### src/rtl/wb_cdb_arbiter_pkg.sv
// Shared types and default sizes for the writeback / common-data-bus arbiter.
// The entry struct uses these defaults, so the top-level parameters must keep them.
package wb_cdb_arbiter_pkg;

  localparam int NUM_FU = 4;
  localparam int ADDR   = 5;
  localparam int WIDTH  = 32;
  localparam int TAG_W  = 6;

  typedef struct packed {
    logic             wen;
    logic [ADDR-1:0]  rd;
    logic [WIDTH-1:0] data;
    logic [TAG_W-1:0] tag;
  } wb_req_t;

  // Register x0 is hardwired, so a write to index 0 is broadcast but not committed.
  function automatic logic writes_reg(input wb_req_t r);
    return r.wen && (r.rd != '0);
  endfunction

endpackage

### src/rtl/wb_cdb_arbiter_if.sv
// Functional-unit result bus plus the register-file write port and CDB broadcast.
// master = pipeline side (FUs, register file, RS/ROB); slave = the arbiter.
interface wb_cdb_arbiter_if
  import wb_cdb_arbiter_pkg::*;
#(
  parameter int NUM_FU = wb_cdb_arbiter_pkg::NUM_FU,
  parameter int ADDR   = wb_cdb_arbiter_pkg::ADDR,
  parameter int WIDTH  = wb_cdb_arbiter_pkg::WIDTH,
  parameter int TAG_W  = wb_cdb_arbiter_pkg::TAG_W
) ();

  logic [NUM_FU-1:0]            fu_valid;
  logic [NUM_FU-1:0]            fu_ready;
  logic [NUM_FU-1:0]            fu_wen;
  logic [NUM_FU-1:0][ADDR-1:0]  fu_rd;
  logic [NUM_FU-1:0][WIDTH-1:0] fu_data;
  logic [NUM_FU-1:0][TAG_W-1:0] fu_tag;

  logic             reg_write;
  logic [ADDR-1:0]  Write_reg;
  logic [WIDTH-1:0] Write_Data;
  logic             cdb_valid;
  logic [TAG_W-1:0] cdb_tag;
  logic [WIDTH-1:0] cdb_data;

  modport master (
    output fu_valid, fu_wen, fu_rd, fu_data, fu_tag,
    input  fu_ready,
    input  reg_write, Write_reg, Write_Data, cdb_valid, cdb_tag, cdb_data
  );

  modport slave (
    input  fu_valid, fu_wen, fu_rd, fu_data, fu_tag,
    output fu_ready,
    output reg_write, Write_reg, Write_Data, cdb_valid, cdb_tag, cdb_data
  );

endinterface

### src/rtl/wb_cdb_arbiter_rr.sv
// Combinational round-robin arbiter: first set request at or after ptr, wrapping N-1 -> 0.
module rr_arbiter #(
  parameter  int N  = 4,
  localparam int PW = $clog2(N)
) (
  input  logic [N-1:0]  req,
  input  logic [PW-1:0] ptr,
  output logic [N-1:0]  grant,
  output logic [PW-1:0] grant_idx,
  output logic          any_grant
);

  always_comb begin
    int k;
    k         = 0;
    grant     = '0;
    grant_idx = '0;
    any_grant = 1'b0;
    for (int i = 0; i < N; i++) begin
      k = int'(ptr) + i;
      if (k >= N) k = k - N;
      if (!any_grant && req[k[PW-1:0]]) begin
        any_grant              = 1'b1;
        grant[k[PW-1:0]]       = 1'b1;
        grant_idx              = k[PW-1:0];
      end
    end
  end

endmodule

### src/rtl/wb_cdb_arbiter.sv
// Writeback arbiter: one-entry holding buffer per FU, round-robin grant, registered
// register-file write port and CDB broadcast (accept edge N -> outputs in cycle N+2).
module wb_cdb_arbiter
  import wb_cdb_arbiter_pkg::*;
#(
  parameter int NUM_FU = wb_cdb_arbiter_pkg::NUM_FU,
  parameter int ADDR   = wb_cdb_arbiter_pkg::ADDR,
  parameter int WIDTH  = wb_cdb_arbiter_pkg::WIDTH,
  parameter int TAG_W  = wb_cdb_arbiter_pkg::TAG_W
) (
  input  logic clk,
  input  logic rst,
  input  logic flush,
  wb_cdb_arbiter_if.slave bus
);

  localparam int PW = $clog2(NUM_FU);

  logic [NUM_FU-1:0] full;
  logic [NUM_FU-1:0] ready;
  logic [NUM_FU-1:0] grant_raw;
  logic [NUM_FU-1:0] grant;
  logic [PW-1:0]     ptr;
  logic [PW-1:0]     grant_idx;
  logic              any_raw;
  logic              any_grant;
  wb_req_t           buf_q [NUM_FU];
  wb_req_t           sel;

  logic              vld_p1;
  logic              wr_p1;
  logic [ADDR-1:0]   rd_p1;
  logic [WIDTH-1:0]  data_p1;
  logic [TAG_W-1:0]  tag_p1;

  rr_arbiter #(.N(NUM_FU)) u_arb (
    .req       (full),
    .ptr       (ptr),
    .grant     (grant_raw),
    .grant_idx (grant_idx),
    .any_grant (any_raw)
  );

  // A flush cycle neither grants nor accepts, so the pointer and outputs see no winner.
  assign grant     = flush ? '0 : grant_raw;
  assign any_grant = any_raw && !flush;
  assign sel       = buf_q[grant_idx];

  always_comb begin
    ready = '0;
    for (int i = 0; i < NUM_FU; i++)
      ready[i] = !flush && (!full[i] || grant[i]);
  end

  assign bus.fu_ready = ready;

  // Stage p0: per-FU holding buffers; a grant and a refill in one cycle keep the buffer full
  for (genvar g = 0; g < NUM_FU; g++) begin : g_buf
    logic take;
    assign take = bus.fu_valid[g] && ready[g];

    always_ff @(posedge clk) begin
      if (rst || flush)  full[g] <= 1'b0;
      else if (take)     full[g] <= 1'b1;
      else if (grant[g]) full[g] <= 1'b0;
    end

    always_ff @(posedge clk) begin
      if (take)
        buf_q[g] <= '{wen:  bus.fu_wen[g],
                      rd:   bus.fu_rd[g],
                      data: bus.fu_data[g],
                      tag:  bus.fu_tag[g]};
    end
  end

  always_ff @(posedge clk) begin
    if (rst)
      ptr <= '0;
    else if (any_grant)
      ptr <= (grant_idx == PW'(NUM_FU - 1)) ? '0 : grant_idx + 1'b1;
  end

  // Stage p1: registered write port / CDB; idle cycles drive every field to zero
  always_ff @(posedge clk) begin
    if (rst || flush || !any_grant) begin
      vld_p1  <= 1'b0;
      wr_p1   <= 1'b0;
      rd_p1   <= '0;
      data_p1 <= '0;
      tag_p1  <= '0;
    end else begin
      vld_p1  <= 1'b1;
      wr_p1   <= writes_reg(sel);
      rd_p1   <= sel.rd;
      data_p1 <= sel.data;
      tag_p1  <= sel.tag;
    end
  end

  assign bus.cdb_valid  = vld_p1;
  assign bus.reg_write  = wr_p1;
  assign bus.Write_reg  = rd_p1;
  assign bus.Write_Data = data_p1;
  assign bus.cdb_tag    = tag_p1;
  assign bus.cdb_data   = data_p1;

endmodule

### src/flat_wrapper.sv
// flat-port wrapper written by rule: the top's interface ports become plain ports
module wb_cdb_arbiter_flat import wb_cdb_arbiter_pkg::*;
#(
  parameter int NUM_FU = wb_cdb_arbiter_pkg::NUM_FU,
  parameter int ADDR   = wb_cdb_arbiter_pkg::ADDR,
  parameter int WIDTH  = wb_cdb_arbiter_pkg::WIDTH,
  parameter int TAG_W  = wb_cdb_arbiter_pkg::TAG_W
)
  (clk, rst, flush, bus_fu_valid, bus_fu_wen, bus_fu_rd, bus_fu_data, bus_fu_tag, bus_fu_ready, bus_reg_write, bus_Write_reg, bus_Write_Data, bus_cdb_valid, bus_cdb_tag, bus_cdb_data);
  wb_cdb_arbiter_if #(.NUM_FU(NUM_FU), .ADDR(ADDR), .WIDTH(WIDTH), .TAG_W(TAG_W)) bus_i ();
  input  logic clk;
  input  logic rst;
  input  logic flush;
  input wire logic [$bits(bus_i.fu_valid)-1:0] bus_fu_valid;
  input wire logic [$bits(bus_i.fu_wen)-1:0] bus_fu_wen;
  input wire logic [$bits(bus_i.fu_rd)-1:0] bus_fu_rd;
  input wire logic [$bits(bus_i.fu_data)-1:0] bus_fu_data;
  input wire logic [$bits(bus_i.fu_tag)-1:0] bus_fu_tag;
  output wire logic [$bits(bus_i.fu_ready)-1:0] bus_fu_ready;
  output wire logic [$bits(bus_i.reg_write)-1:0] bus_reg_write;
  output wire logic [$bits(bus_i.Write_reg)-1:0] bus_Write_reg;
  output wire logic [$bits(bus_i.Write_Data)-1:0] bus_Write_Data;
  output wire logic [$bits(bus_i.cdb_valid)-1:0] bus_cdb_valid;
  output wire logic [$bits(bus_i.cdb_tag)-1:0] bus_cdb_tag;
  output wire logic [$bits(bus_i.cdb_data)-1:0] bus_cdb_data;
  assign bus_i.fu_valid = bus_fu_valid;
  assign bus_i.fu_wen = bus_fu_wen;
  assign bus_i.fu_rd = bus_fu_rd;
  assign bus_i.fu_data = bus_fu_data;
  assign bus_i.fu_tag = bus_fu_tag;
  assign bus_fu_ready = bus_i.fu_ready;
  assign bus_reg_write = bus_i.reg_write;
  assign bus_Write_reg = bus_i.Write_reg;
  assign bus_Write_Data = bus_i.Write_Data;
  assign bus_cdb_valid = bus_i.cdb_valid;
  assign bus_cdb_tag = bus_i.cdb_tag;
  assign bus_cdb_data = bus_i.cdb_data;
  wb_cdb_arbiter #(.NUM_FU(NUM_FU), .ADDR(ADDR), .WIDTH(WIDTH), .TAG_W(TAG_W)) u_core (.clk(clk), .rst(rst), .flush(flush), .bus(bus_i));
endmodule
### config.mk
export PLATFORM = sky130hd
export DESIGN_NAME = wb_cdb_arbiter_flat
export DESIGN_NICKNAME = d
export VERILOG_FILES = /design/src/rtl/wb_cdb_arbiter_pkg.sv /design/src/rtl/wb_cdb_arbiter_if.sv /design/src/rtl/wb_cdb_arbiter_rr.sv /design/src/rtl/wb_cdb_arbiter.sv /design/src/flat_wrapper.sv
export SDC_FILE = /design/constraint.sdc
export NUM_CORES = 1
export LEC_CHECK = 0
export BUFFER_PORTS_ARGS = -buffer_cell sky130_fd_sc_hd__buf_2
export CORE_MARGIN = 2
export CORE_UTILIZATION = 46
export CTS_CLUSTER_SIZE = 28
export DETAILED_ROUTE_END_ITERATION = 7
export PLACE_DENSITY_LB_ADDON = 0.12
export SLEW_MARGIN = 10
export SYNTH_ARGS = -nofsm -noshare
export SYNTH_HDL_FRONTEND = slang
export SYNTH_SLANG_ARGS = --single-unit
### constraint.sdc
create_clock -name clk -period 3.8 [get_ports clk]
set_input_delay 0.19 -clock clk [delete_from_list [all_inputs] [get_ports clk]]
set_output_delay 0.19 -clock clk [all_outputs]
set_load 0.02 [all_outputs]
==> flow_summary.ini <==
[outcome]
status = finished, final reports clean

[detailed_routing]
vias = 5758
antenna_left = 0
met3_wirelength_mm = 1.54
drt_iter0_markers = 196
remaining_drc_errors = 0
wl_met2_mm = 11.4
drt_wl_total_mm = 22.1
top_layer = met4
dr.pass1.iters = 4
drt-met1-wl_mm = 8.51
via_per_inst = 4.99
routedWlPerCell_um = 19.1

[floorplan]
die_y_um = 141
die_x_um = 141
coreArea_um2 = 18600
start_util_pct = 46.6
io_pins = 264
rows = 50
die_area_um2 = 20000

[layout]
fin_nets = 1091
area_growth_pct = 46.5
seq_area_um2 = 6310
mostFrequentLayoutCell = buf_2
layout-drive-gt1-share_pct = 41.2
final_cell_mix = buf_2 (263), dlygate4sd3_1 (181), edfxtp_1 (176), dfxtp_1 (51), mux4_2 (42)
largest_register = u_core.buf_q
fin_util_pct = 68.3
antenna_cells = 0
multiInputGateArea_um2 = 1940
largest_reg_flops = 176
n_fill_cell = 1256

[sta]
finalWorstSetupSlack_ns = 0.385
final.setup.tns_ns = 0
finalHoldViolCount = 0
setup_viol = 0
rsz0062_at_grt = false
worstMarginPinSlew_ns = 0.879
hold_slack_ns = 0.0488
fin_crit_sh_pct = 89.9
finalCriticalPeriod_ns = 3.42
slew_viol_final = 0
skew_ns = 0.0169
max_freq_mhz = 293
maxSlewHeadroom_pct = 40.8

[cts]
cts.reportedPaths.clkPinSlew_ns = 0.06
htreeDepth = 1
ctsResizeCount = 0
cts_tree = built
cts_buffer_depth = 3
clkLatencyLatePin_ns = 0.51
clock_sink_count = 227
cts-root-buf = clkbuf_16
cts_buffers = 25

[logic_synthesis]
seq_area_frac_synth_pct = 72.6
muxShareOfSynthArea_pct = 11.9
synth_area_per_cell_um2 = 18.6
syn_area_um2 = 8690
synth_top_family_by_area = multiplexers
synth_edf_count = 176
yosys.area_share.simple_pct = 5.24
synthAdderAreaFrac_pct = 1.15
yosysUniqueCellTypes = 40
synth-compound-area-share_pct = 3.61
synthCells = 468
yosys_register_bits = 227
synth_top_flop_cell = edfxtp_1
syn_nets = 659
ys_warn_count = 0
synthArstFlopShare_pct = 0
synth_xor_xnor_area_share_pct = 0.202

[setup_path]
path_delay_family = simple AND/OR/NAND/NOR gates
critPathCapture = u_core.buf_q[2][25]
r2r_cells = 10
r2r-end = u_core.buf_q[2][25]
required_ns = 3.99
reg2reg_from = u_core.ptr[1]
crit_chain = inv_1 -> ha_1 -> mux4_2 -> nor2b_2 -> a22oi_1 -> o221a_2 -> o21a_1 -> nor2_1 -> and2_4 -> buf_12
critical_path.max_fanout = 29
max_stage_delay_ns = 0.63
cp_slowest_cell = mux4_2
cp-end-kind = register
crit_path_start = u_core.ptr[1]
worstSetupPathType = register to register
r2r_slack_ns = 0.38
path_buf_inv = 2
cp-start-kind = register
crit_cells = 10
worst_ep_arrival_time_ns = 3.61

[power]
vdd_drop_max_mv = 0.393
p_total_mw = 6.18
power.density_nw_per_um2 = 485
leakagePower_nw = 5.15

[hold_path]
hp-class = input port to register

[grt]
grt_pass1_wl_mm = 33.0
antenna_found_initial = 0
grt_pass1_vias = 6193
overflow = 0
grt_max_degree = 30
grt.total_usage_pct = 21.7

[placed_design]
place.gp.congestion = 0.849
dp_slack_ns = 0.396
dp_hpwl_mm = 13.3
portBuffers = 263

[job]
max_cap_violations = 0
worst min-delay path by stage:
| stage | start | endpoint | slack (ns) | depth (start not counted) |
|---|---|---|---|---|
| 2_1_floorplan | rst | u_core.ptr[1] | 0.26 | 1 |
| 3_3_place_gp | bus_fu_data[17] | u_core.buf_q[0][23] | 0.37 | 1 |
| 3_5_place_dp | bus_fu_rd[15] | u_core.buf_q[3][38] | 0.37 | 1 |
| 4_1_cts | flush | u_core.bus.Write_reg[4] | 0.02 | 2 |
| 5_1_grt | flush | u_core.bus.Write_reg[4] | 0.05 | 2 |
| 6_report | flush | u_core.bus.Write_reg[4] | 0.05 | 2 |
worst register-to-register path, stage by stage, from the launching register on:
cell and delay, ns:
dfxtp_1 0.34, inv_1 0.11, ha_1 0.44, mux4_2 0.63
nor2b_2 0.27, a22oi_1 0.12, o221a_2 0.24, o21a_1 0.18
nor2_1 0.15, and2_4 0.34, buf_12 0.26
metrics by stage:
step | instances | instance area (µm²)
floorplan | 468 | 8700
global placement | 926 | 10100
detailed placement | 926 | 10100
CTS | 1153 | 12700
global route | 1153 | 12700
finish | 1153 | 12700
cell type report:
| class | count | area share (%) |
|---|---|---|
| inverter | 11 | 0.324 |
| timing repair buffer | 461 | 26.0 |
| sequential | 227 | 49.5 |
| clock inverter | 17 | 1.50 |
| tap | 234 | 2.30 |
| clock buffer | 29 | 5.11 |
| multi-input combinational | 174 | 15.3 |
metal layers:
layer | GRT usage (%) | up-vias
met5 | 0 | -
met4 | 6.05 | 0
met3 | 4.12 | 35
met2 | 39.6 | 255
met1 | 26.5 | 2832
li1 | - | 2636
synth_stat cells, types with 2 or more instances:
master | n | area (µm²)
dfxtp_1 | 51 | 1020
inv_1 | 11 | 41.3
clkbuf_1 | 8 | 30.0
nor2_1 | 9 | 33.8
nor4_1 | 3 | 18.8
mux4_1 | 2 | 52.6
a221oi_1 | 2 | 17.5
nor3_1 | 2 | 10.0
a21oi_1 | 4 | 20.0
edfxtp_1 | 176 | 5290
buf_1 | 2 | 7.51
mux2_2 | 2 | 22.5
ha_1 | 8 | 100
o21a_1 | 9 | 67.6
o211ai_1 | 9 | 67.6
buf_6 | 3 | 33.8
nand2_1 | 7 | 26.3
buf_2 | 3 | 15.0
o21ai_0 | 3 | 15.0
o221a_2 | 4 | 45.0
a22oi_1 | 6 | 45.0
and3_1 | 2 | 12.5
buf_12 | 3 | 60.1
and2_1 | 44 | 275
mux4_2 | 42 | 946
buf_4 | 37 | 278
xnor2_1 | 2 | 17.5
a22o_1 | 2 | 17.5
repair_timing:
action / 4_1_cts / 5_1_grt
hold endpoints to repair: 183 / 0
buffers inserted: 0 / 0
hold buffers: 181 / 0
logic make-up after synthesis:
| kind of cell | count (synthesis) |
|---|---|
| flops | 227 |
| simple gates | 76 |
| buf+inv | 67 |
| mux | 47 |
| compound gates | 41 |
| fa+ha+maj | 8 |
| xor+xnor | 2 |
power breakdown:
| part | total (mW) | switching, mW | internal, mW |
|---|---|---|---|
| combinational | 0.878 | 0.399 | 0.478 |
| clock | 2.46 | 0.961 | 1.50 |
| sequential | 2.84 | 0.0380 | 2.80 |
Note: power is estimated with default switching activity, not from simulation.
